[src/rtl/clint_timer.sv]
// Core-local interruptor: 64-bit mtime/mtimecmp, msip, and registered MTIP/MSIP outputs.
// Optional mtime prescaler is compiled in with `define CLINT_PRESCALE_EN.
module clint_timer #(
  parameter logic [31:0] BASE_ADDR    = 32'h0200_0000,
  parameter int unsigned PRESCALE_DIV = 1
) (
  input  logic        clk,
  input  logic        rst_n,
  input  logic        bus_valid,
  input  logic        bus_we,
  input  logic [31:0] bus_addr,
  input  logic [31:0] bus_wdata,
  output logic [31:0] bus_rdata,
  output logic        bus_rvalid,
  output logic        timer_interrupt,
  output logic        software_interrupt
);

  localparam logic [2:0] OFF_MSIP        = 3'd0;
  localparam logic [2:0] OFF_MTIMECMP_LO = 3'd2;
  localparam logic [2:0] OFF_MTIMECMP_HI = 3'd3;
  localparam logic [2:0] OFF_MTIME_LO    = 3'd4;
  localparam logic [2:0] OFF_MTIME_HI    = 3'd5;

  logic [63:0] mtime;
  logic [63:0] mtimecmp;
  logic        msip;
  logic        sel;
  logic        wr;
  logic        rd;
  logic [2:0]  off;
  logic        mtime_wr;
  logic        tick;
  logic [31:0] rd_mux;
  logic        unused_addr_lsb;

  // Handshake: a selected request (bus_valid in window) is always accepted and
  // answered exactly one cycle later with bus_rvalid; there is no back-pressure.
  assign sel      = bus_valid && (bus_addr[31:5] == BASE_ADDR[31:5]);
  assign wr       = sel && bus_we;
  assign rd       = sel && !bus_we;
  assign off      = bus_addr[4:2];
  assign mtime_wr = wr && ((off == OFF_MTIME_LO) || (off == OFF_MTIME_HI));
  assign unused_addr_lsb = ^bus_addr[1:0];

`ifdef CLINT_PRESCALE_EN
  localparam logic [15:0] PRESCALE_LAST = 16'(PRESCALE_DIV - 1);
  logic [15:0] prescale;

  assign tick = (prescale == PRESCALE_LAST);

  // A write to either mtime half restarts the tick period.
  always_ff @(posedge clk or negedge rst_n) begin
    if (!rst_n) begin
      prescale <= 16'd0;
    end else if (mtime_wr || tick) begin
      prescale <= 16'd0;
    end else begin
      prescale <= prescale + 16'd1;
    end
  end
`else
  localparam int unsigned unused_prescale_div = PRESCALE_DIV;
  assign tick = 1'b1;
`endif

  always_comb begin
    rd_mux = 32'd0;
    case (off)
      OFF_MSIP:        rd_mux = {31'd0, msip};
      OFF_MTIMECMP_LO: rd_mux = mtimecmp[31:0];
      OFF_MTIMECMP_HI: rd_mux = mtimecmp[63:32];
      OFF_MTIME_LO:    rd_mux = mtime[31:0];
      OFF_MTIME_HI:    rd_mux = mtime[63:32];
      default:         rd_mux = 32'd0;
    endcase
  end

  always_ff @(posedge clk or negedge rst_n) begin
    if (!rst_n) begin
      mtime              <= 64'd0;
      mtimecmp           <= 64'hFFFF_FFFF_FFFF_FFFF;
      msip               <= 1'b0;
      bus_rvalid         <= 1'b0;
      bus_rdata          <= 32'd0;
      timer_interrupt    <= 1'b0;
      software_interrupt <= 1'b0;
    end else begin
      bus_rvalid         <= sel;
      bus_rdata          <= rd ? rd_mux : 32'd0;
      timer_interrupt    <= (mtime >= mtimecmp);
      software_interrupt <= msip;
      if (wr) begin
        case (off)
          OFF_MSIP:        msip            <= bus_wdata[0];
          OFF_MTIMECMP_LO: mtimecmp[31:0]  <= bus_wdata;
          OFF_MTIMECMP_HI: mtimecmp[63:32] <= bus_wdata;
          OFF_MTIME_LO:    mtime[31:0]     <= bus_wdata;
          OFF_MTIME_HI:    mtime[63:32]    <= bus_wdata;
          default: ;
        endcase
      end
      // A software write to mtime wins over the tick so no carry leaks into the written half.
      if (!mtime_wr && tick) begin
        mtime <= mtime + 64'd1;
      end
    end
  end

endmodule

[config.mk]
export PLATFORM = sky130hd
export DESIGN_NAME = clint_timer
export DESIGN_NICKNAME = d
export VERILOG_FILES = /design/src/rtl/clint_timer.sv
export SDC_FILE = /design/constraint.sdc
export NUM_CORES = 1
export LEC_CHECK = 0
export ABC_AREA = 0
export BUFFER_PORTS_ARGS = -buffer_cell sky130_fd_sc_hd__buf_4
export CAP_MARGIN = 20
export CELL_PAD_IN_SITES_DETAIL_PLACEMENT = 1
export CELL_PAD_IN_SITES_GLOBAL_PLACEMENT = 2
export CORE_MARGIN = 2
export CORE_UTILIZATION = 36
export CTS_CLUSTER_SIZE = 10
export DETAILED_ROUTE_END_ITERATION = 8
export PLACE_DENSITY_LB_ADDON = 0.2
export SYNTH_ARGS = -nofsm -noshare
export SYNTH_HDL_FRONTEND = slang
export SYNTH_SLANG_ARGS = --single-unit
[constraint.sdc]
create_clock -name clk -period 3.1 [get_ports clk]
set_clock_uncertainty 0.05 [all_clocks]
set_input_delay 0.155 -clock clk [delete_from_list [all_inputs] [get_ports clk]]
set_output_delay 0.155 -clock clk [all_outputs]
set_load 0.1 [all_outputs]
Yosys cells after proc, flatten, opt, wreduce, memory -nomap -nowiden
Index checks and enable logic that the tools add are counted.
Widths: inputs -> output; s select.

storage, ports and cells
  register bits = 164
  bits of input ports = 68
  output and inout bits = 35
  word-level logic and storage cells = 37

cells by class
  add/subtract/negate cells = 1
  magnitude comparators = 1
  equality and inequality tests = 8
  multiplexer cells = 6
  reduce and logical (&&, ||, !) cells = 12

operator list
  kind                   number
  $pmux 32 s5            1
  $mux 64                2
  $mux 32                3
  $add 64x1->64 const B  1
  $ge 64x64->1           1
  $eq 27x21->1 const B   1
  $reduce_and 2->1       5
  $eq 3x2->1 const B     2
  $eq 3x3->1 const B     2
  $logic_and 1x1->1      4
  $ne 2x1->1 const B     2
  $logic_not 3->1        1
  $ne 2x2->1 const B     1
  $logic_not 1->1        1
  $logic_or 1x1->1       1

Longest topological paths before layout
  depth in word-level cells = 6
  depth in mapped cells = 10
  depth with buffers taken out = 9

Worst setup path after synthesis
OpenSTA, ideal clock, no wires.

  kind = register to register
  from = register mtime[1]
  to = register mtime[52]
  library setup time = 99 ps
  data arrival time = 2279 ps
  data required time = 2951 ps
  setup slack = 672 ps
  cell stages (with the launch flop) = 11
  path buffers = 2
  period minus slack after synthesis = 2428 ps
  cell sequence = dfrtp_1 ha_1 and4_1 buf_2 and4_1 nand4_1 or2_1 clkbuf_1 o41ai_1 a21oi_1 a311oi_1

on the way
  longest elaborated chain between the ends = 2

ends and longest elaborated chain
  what                    line  RTL
  start, declared         25    logic [63:0] mtime;
  start signal, assigned  98    OFF_MTIME_LO: mtime[31:0] <= bus_wdata;
  start signal, assigned  105   mtime <= mtime + 64'd1;
  $add 64x1->64           105
  $mux 64                 104   if (!mtime_wr && tick) begin

Every way passes these cells.
A chain may end at the register's enable or synchronous reset.

Worst setup path in the final report
  from = register mtime[0]
  to = register mtime[52]

The elaborated chain is that of the path after synthesis.

==> metrics <==
status=finished, final reports clean; Internal=3.43 mW; crit-path max cell delay=460 ps; adder-cell share of the synthesized area=8.20%; Crit Path Class=reg2reg; layout cells sized above 1=21.1%; full die area=28900 um2; final wirelength=36400 um; WP data arrival=3160 ps; instance count on the critical path=8; Synth top area share=25.2%; Hold Path Depth=3; fmax=0.349 GHz; router iterations before antenna repair=6; IO Count=103; Post-synth EDFFs=0; Synth Area in Simple Gates=18.9%; setup TNS=0 ps; max_slew headroom=50.3%; Reg area=4180 um2; final worst path period need=2860 ps; top-count cell post-synth=nand2_1; Net Sw Power=1.16 mW; Mapped Avg Cell Area=8.56 um2; CTS tree=built; Mapped Cells=1158; GP Congestion=0.880; CP delay by family, top=simple AND/OR/NAND/NOR gates; Worst Hold Class=in2reg; clk buf depth=2; FF+latch count, synth=164; setup violators final=0; initial core utilization=36.7%; vias in the first global route=9899; area leader, netlist=dfrtp_1; Worst VDD drop=0.332 mV; initial antenna violation count=0; H-tree depth reported by CTS=4; PD cells=376 nW/um2; I/O Buffers=100; Final Power=4.59 mW; Worst Path Required=3400 ps; crit-path max FO=8; nets=1430; max-slew violation count=0; Lkg Pwr=5.80 nW; post-synth cell types=62; Post-route DRC=0; asr flop ratio synth=100%; startpoint types=flip-flop; RSZ-0062 raised after global routing=false; GR Layer Usage met2=42.3%; Via density=5.82; critical path, cell by cell=ha_1 -> and4_1 -> and4_1 -> nand4_1 -> or2_1 -> o41ai_1 -> a21oi_1 -> a311oi_1; post-route ant nets=0; Vias=9611; clk sinks=164; post-synthesis cell area=9910 um2; grt met3 use=4.35%; worst-case reg-to-reg path depth=8; hold_ws=102 ps; critical path's slowest cell=or2_1; Least-Margin Pin Slew=738 ps; routed len/inst=22.1 um; Final Hold Vio Count=0; synth warn=0; most frequent CP cell=and4_1; Die W=170 um; register area share after synthesis=42.2%; top post-synthesis cells by count=nand2_1, a21oi_1, o21ai_0; GRT overflow=0; largest family of logic cells by synthesized area=compound AO/OA/AOI/OAI gates; Sw Share=25.2%; Clk pwr share=47.2%; Worst setup EP type=flip-flop; syn_nets=1291; global routing met1 resource utilization=35.8%; FP Rows=60; Area contributors post-synth=dfrtp_1, dfstp_2, ha_1; first-pass GRT wire length=57400 um; Synth-to-Final Area Change=23.1%; largest net degree at the start of global routing=67; Iteration-0 DRC Markers=721; # fillers=3210; Flop pwr share=46.7%; HPWL after DPL=26500 um; mux contribution to synthesized area=1.94%; Logic pwr share=6.1%; Root Buffer Master=clkbuf_16; cts bufs inserted=17; later-pin clock latency in the skew report=450 ps; multi-input logic area=5150 um2; final period utilization=92.4%; top_reg_cell synth=dfrtp_1; global-route usage over all layers=26.1%; max_cap viols=0; GRT busiest layer=met2; XOR/XNOR share of the synthesized area=0%; clock transition at the registers of the reported paths=70 ps; post-cts gate resize count=0; Buf+Inv Stages, Crit Path=0; Core Area=27000 um2; DIE HEIGHT=170 um; antenna cell count=0; Compound-Gate Fraction of Synth Area=22.8%
worst paths after layout:
path / from / end / slack, ps
max: mtime[0]$_DFFE_PN0P_ / mtime[52]$_DFFE_PN0P_ / 240
min: bus_addr[3] / msip$_DFFE_PN0P_ / 100
max reg2reg: mtime[0]$_DFFE_PN0P_ / mtime[52]$_DFFE_PN0P_ / 240
min reg2reg: msip$_DFFE_PN0P_ / software_interrupt$_DFF_PN0_ / 380
max in group asynchronous: rst_n / mtimecmp[18]$_DFFE_PN1P_ / 1890
min in group asynchronous: rst_n / bus_rdata[1]$_DFF_PN0_ / 230
power by group through the flow:
stage / combinational, mW / sequential [mW] / clock, mW
after floorplan: 0.0706 / 2.18 / 0
after global placement: 0.249 / 2.18 / 0
after detailed placement: 0.249 / 2.18 / 0
after CTS: 0.283 / 2.14 / 2.22
after global routing: 0.305 / 2.14 / 2.29
final: 0.280 / 2.14 / 2.16
metal layers:
| metal | vias up | routed length (um) |
|---|---|---|
| met5 | - | 0 |
| met4 | 0 | 891 |
| met3 | 46 | 1730 |
| met2 | 255 | 16600 |
| met1 | 4834 | 17200 |
| li1 | 4476 | - |
repair_timing:
| item | CTS | global route |
|---|---|---|
| buffers inserted | 0 | 0 |
| hold endpoints to repair | 133 | 0 |
| hold buffers | 33 | 0 |
through the flow:
stage                     instance area, um2  setup slack, ps  util [%]  cells
after detailed placement               11300              285      41.8   1586
after CTS                              12200              257      45.2   1651
final                                  12200              237      45.2   1651
after global routing                   12200             35.4      45.2   1651
after floorplan                         9910              672         -   1158
after global placement                 11300              309      41.8   1586
tightest hold or removal path, delay by kind of cell:
kind	cells	cell delay, ps
buf+inv	1	130
simple gates	1	60
mux	1	210
state kept, by name (all words and copies together), names as in the netlist:
signal / count
bus_rdata: 32
bus_rvalid: 1
msip: 1
mtime: 64
mtimecmp: 64
software_interrupt: 1
timer_interrupt: 1
cell families (layout without fill, tap and decap cells):
family                   after synthesis  in the layout
flip-flops                           164            164
multiplexers                          19             19
adder cells (fa/ha/maj)               65             65
AO/OA/AOI/OAI                        371            371
AND/OR/NAND/NOR                      385            385
buffers and inverters                154            306
area by class of cell:
| cell class | count | area share, % |
|---|---|---|
| multi-input cells | 840 | 42.2 |
| flip-flops and latches | 164 | 34.3 |
| repair buffers | 194 | 12.8 |
| clock buffers | 20 | 3.74 |
| well taps | 341 | 3.50 |
| inverters | 80 | 2.46 |
| clock inverters | 12 | 1.00 |
placed cells by master, fill, tap and decap left out, types with 22 or more instances in the layout:
cell type / n
buf_4: 158
nand2_1: 136
a21oi_1: 115
o21ai_0: 114
dfrtp_1: 100
nor2_1: 86
inv_1: 80
ha_1: 65
dfstp_2: 64
nand3_1: 43
a22oi_1: 38
dlygate4sd3_1: 33
nand4_1: 28
nor3_1: 22
No activity file was read; power rests on OpenSTA's default activity.
